===== src/rtl/stream_serializer_pkg.sv =====
// Shared helpers for the wide-to-narrow stream serializer.
// Only index-width sizing lives here; everything else is local to the block.
package stream_serializer_pkg;

    // Chunk index width for a given ratio; never narrower than one bit.
    function automatic int idx_width(input int ratio);
        return (ratio > 1) ? $clog2(ratio) : 1;
    endfunction

endpackage


===== src/rtl/stream_serializer.sv =====
// Wide-to-narrow valid/ready serializer: holds one input word and emits it
// as InWidth/OutWidth chunks, accepting the next word with the last chunk.
module stream_serializer
    import stream_serializer_pkg::*;
#(
    parameter int InWidth  = 32,
    parameter int OutWidth = 8,
    parameter bit MsbFirst = 1'b0
) (
    input  logic                clk,
    input  logic                rst,
    input  logic                din_valid,
    output logic                din_ready,
    input  logic [InWidth-1:0]  din_data,
    output logic                dout_valid,
    input  logic                dout_ready,
    output logic [OutWidth-1:0] dout_data,
    output logic                dout_last
);

    localparam int Ratio = InWidth / OutWidth;
    localparam int IdxW  = idx_width(Ratio);

    generate
        if ((InWidth % OutWidth) != 0 || Ratio < 1) begin : g_bad_ratio
            $error("stream_serializer: InWidth must be a positive multiple of OutWidth");
        end
    endgenerate

    logic [InWidth-1:0]  r_word;
    logic [IdxW-1:0]     r_idx;
    logic                r_valid;
    logic                w_last;
    logic                w_load;
    logic [OutWidth-1:0] w_data;

    assign w_last     = r_valid && (r_idx == IdxW'(Ratio - 1));
    assign din_ready  = !rst && (!r_valid || (dout_ready && w_last));
    assign w_load     = din_valid && din_ready;
    assign dout_valid = r_valid;
    assign dout_last  = w_last;
    assign dout_data  = w_data;

    // Unrolled mux keeps every part-select constant; chunk order flips with MsbFirst.
    always_comb begin
        w_data = '0;
        for (int c = 0; c < Ratio; c++) begin
            if (r_idx == IdxW'(c)) begin
                w_data = r_word[((MsbFirst != 1'b0) ? (Ratio - 1 - c) : c) * OutWidth +: OutWidth];
            end
        end
    end

    // NOTE: state uses non-blocking assignments so every reader sees pre-edge values.
    always_ff @(posedge clk) begin
        if (rst) begin
            r_word  <= '0;
            r_idx   <= '0;
            r_valid <= 1'b0;
        end else if (w_load) begin
            // Covers both an idle load and the same-cycle handoff on the last chunk.
            r_word  <= din_data;
            r_idx   <= '0;
            r_valid <= 1'b1;
        end else if (r_valid && dout_ready) begin
            if (w_last) begin
                r_idx   <= '0;
                r_valid <= 1'b0;
            end else begin
                r_idx   <= r_idx + 1'b1;
            end
        end
    end

endmodule


===== config.mk =====
export PLATFORM = sky130hd
export DESIGN_NAME = stream_serializer
export DESIGN_NICKNAME = d
export VERILOG_FILES = /design/src/rtl/stream_serializer_pkg.sv /design/src/rtl/stream_serializer.sv
export SDC_FILE = /design/constraint.sdc
export NUM_CORES = 1
export LEC_CHECK = 0
export ABC_AREA = 1
export CORE_MARGIN = 2
export CORE_UTILIZATION = 35
export DETAILED_ROUTE_END_ITERATION = 6
export DONT_BUFFER_PORTS = 1
export PLACE_DENSITY = 0.59
export SKIP_CTS_REPAIR_TIMING = 1
export SYNTH_ARGS = -nofsm -noshare
export SYNTH_HDL_FRONTEND = slang
export SYNTH_SLANG_ARGS = --single-unit

===== constraint.sdc =====
create_clock -name clk -period 3.4 [get_ports clk]
set_clock_uncertainty 0.2 [all_clocks]
set_input_delay 0.51 -clock clk [delete_from_list [all_inputs] [get_ports clk]]
set_output_delay 0.51 -clock clk [all_outputs]
set_load 0.05 [all_outputs]

==> results.cfg <==
[timing]
slew_violations = 0
setup_viol = 0
fin_crit_ns = 2.67
hold_viol = 0
fin_crit_sh = 0.785
tightestPinTransition_ns = 0.762
setup_ws_ns = 0.731
slew_headroom = 0.491
rsz0062_at_grt = no
fmax_ghz = 0.375
timing.setup.tns_ns = 0

[global_route]
grt_max_degree = 35
grt_first_pass_wirelength_mm = 6.78
grt_pass1_vias = 1432
overflow = 0
grt.total_usage = 0.160
antenna_found_initial = 0

[die]
dieHeight_um = 74.7
core-area_um2 = 4790
rows = 25
start_util = 0.366
fp.dieW_um = 74.7
dieArea_um2 = 5580
io_pins = 47

[worst_setup_path]
cp.depth = 4
crit_type = register to primary output
worstPathRequired_ns = 2.69
r2r_end = r_word[8]
cp_top_family = adder cells
worst_r2r_path_depth = 6
critical_path_arrival_ns = 1.96
path_buf_inv = 1
crit_path_start_kind = register
startpoint = r_idx[1]
r2r-start = r_idx[1]
crit_fanout = 26
rrSetupSlack_ns = 1.24
crit_path_top_delay_cell = ha_1
end_kind = primary output
cp-endpoint = din_ready
crit_chain = ha_1 -> nand2_2 -> a21oi_4 -> buf_4
slowest_delay_ns = 0.46

[power_and_ir_drop]
combPwrFrac = 0.148
ir_drop_uv = 174
power_switching_share = 0.286
power.total_mw = 0.978
seqPwrFrac = 0.473
internal-power_mw = 0.698
p_clk_frac = 0.379
p_switching_mw = 0.280
power.density_nw_per_um2 = 518
p_leak_nw = 0.878

[yosys]
yosysTopAreaCell = dfxtp_1
synth_cell_types = 18
synth_seq_cells = 35
yosysWarnings = 0
synthCells = 239
synthesis.nets = 279
synth_top_area_frac = 0.400
avgSynthCellArea_um2 = 7.32
ys_seq_area_frac = 0.400
yosys-top-cells-area = dfxtp_1, nand3_1, nand2_1, nand3_2, buf_6
syn_area_um2 = 1750

[detailed_routing]
wl_per_cell_um = 13.8
drt-pass1-iter-count = 4
drt_iter0_drc = 67
final_antenna_net_count = 0
vias = 1509
wl_mm = 4.20
drc = 0
routed_via_density = 4.95

[status]
outcome = completed

[job]
cap_violations = 0

[clock_tree]
path_clk_slew_ns = 0.08
clk_latency_ns = 0.29
clockRootBuffer = clkbuf_8
cts_tree = done
htreeDepth = 2
cts_max_path_buffers = 2
clkSinkCount = 35
cts_buffers = 5

[final_layout]
syn_to_final_growth_pct = 7.93
diodes = 0
post-route-util = 0.395
layout-drive-gt1-share = 0.139
nNetsFinal = 278
fillerInstances = 501

[placement]
io_buffers = 0
gp_congestion = 0.829
pre_cts_ws_ns = 1.05
dp_hpwl_mm = 2.98

[min_path]
hold_class = input port to register
sequential cells by signal, indices dropped and copies added, names as in the netlist:
register,cells
dout_valid,1
r_word,32
r_idx,2
routing by layer:
layer,track usage,share of wire
met5,0,0
met4,0.0536,0.010
met3,0.0482,0.066
met2,0.239,0.44
met1,0.222,0.48
per-stage QoR:
step	std cells	cell area, µm²	hold WS, ns
final	305	1890	0.0726
after global routing	305	1890	0.0650
after CTS	305	1890	0.0642
after detailed placement	298	1780	0.259
after global placement	298	1780	0.250
after floorplan	239	1750	0.238
layout make-up:
type                            count  area [µm²]  share of cell area
Multi-Input combinational cell    174         886               0.469
Inverter                           14        52.6              0.0278
Tap cell                           67        83.8              0.0444
Clock buffer                        5        68.8              0.0364
Sequential cell                    35         701               0.371
Timing Repair Buffer                8        60.1              0.0318
Clock inverter                      2        37.5              0.0199
power groups by stage:
| stage | clock network (mW) | logic (mW) | registers [mW] |
|---|---|---|---|
| final | 0.370 | 0.145 | 0.463 |
| after global routing | 0.393 | 0.161 | 0.466 |
| after CTS | 0.378 | 0.146 | 0.463 |
| after detailed placement | 0 | 0.146 | 0.472 |
| after global placement | 0 | 0.144 | 0.472 |
| after floorplan | 0 | 0.130 | 0.467 |
synth_stat cells (all sizes together):
| cell | count |
|---|---|
| nand2 | 65 |
| clkbuf | 3 |
| a21oi | 15 |
| ha | 4 |
| nor2 | 13 |
| dfxtp | 35 |
| buf | 13 |
| inv | 14 |
| nand3 | 76 |
| nor3 | 1 |
logic make-up after synthesis:
logic type               share of synthesized area
buffers and inverters                       0.0936
AO/OA/AOI/OAI                               0.0515
AND/OR/NAND/NOR                              0.426
adder cells (fa/ha/maj)                     0.0286
flip-flops                                   0.400
cells in the final DEF, fill, tap and decap left out:
| cell | n |
|---|---|
| nand3_1 | 65 |
| nand2_1 | 63 |
| dfxtp_1 | 35 |
| nor2_1 | 13 |
| a21oi_1 | 13 |
| inv_1 | 11 |
| nand3_2 | 10 |
| buf_4 | 8 |
| clkbuf_8 | 5 |
| ha_1 | 4 |
| inv_2 | 3 |
| nand2_2 | 2 |
| a21oi_4 | 1 |
| nand3_4 | 1 |
| nor3_1 | 1 |
| a21oi_2 | 1 |
| clkinvlp_4 | 1 |
| bufinv_16 | 1 |
worst min-delay path by stage:
stage / from / to / slack (ns) / depth (start not counted)
6_report: rst / dout_valid / 0.07 / 1
5_1_grt: rst / dout_valid / 0.07 / 1
4_1_cts: rst / dout_valid / 0.06 / 1
3_5_place_dp: r_word[20] / r_word[20] / 0.26 / 2
3_3_place_gp: r_word[15] / r_word[15] / 0.25 / 2
2_1_floorplan: r_word[15] / r_word[15] / 0.24 / 2
No activity file was read; power rests on OpenSTA's default activity.
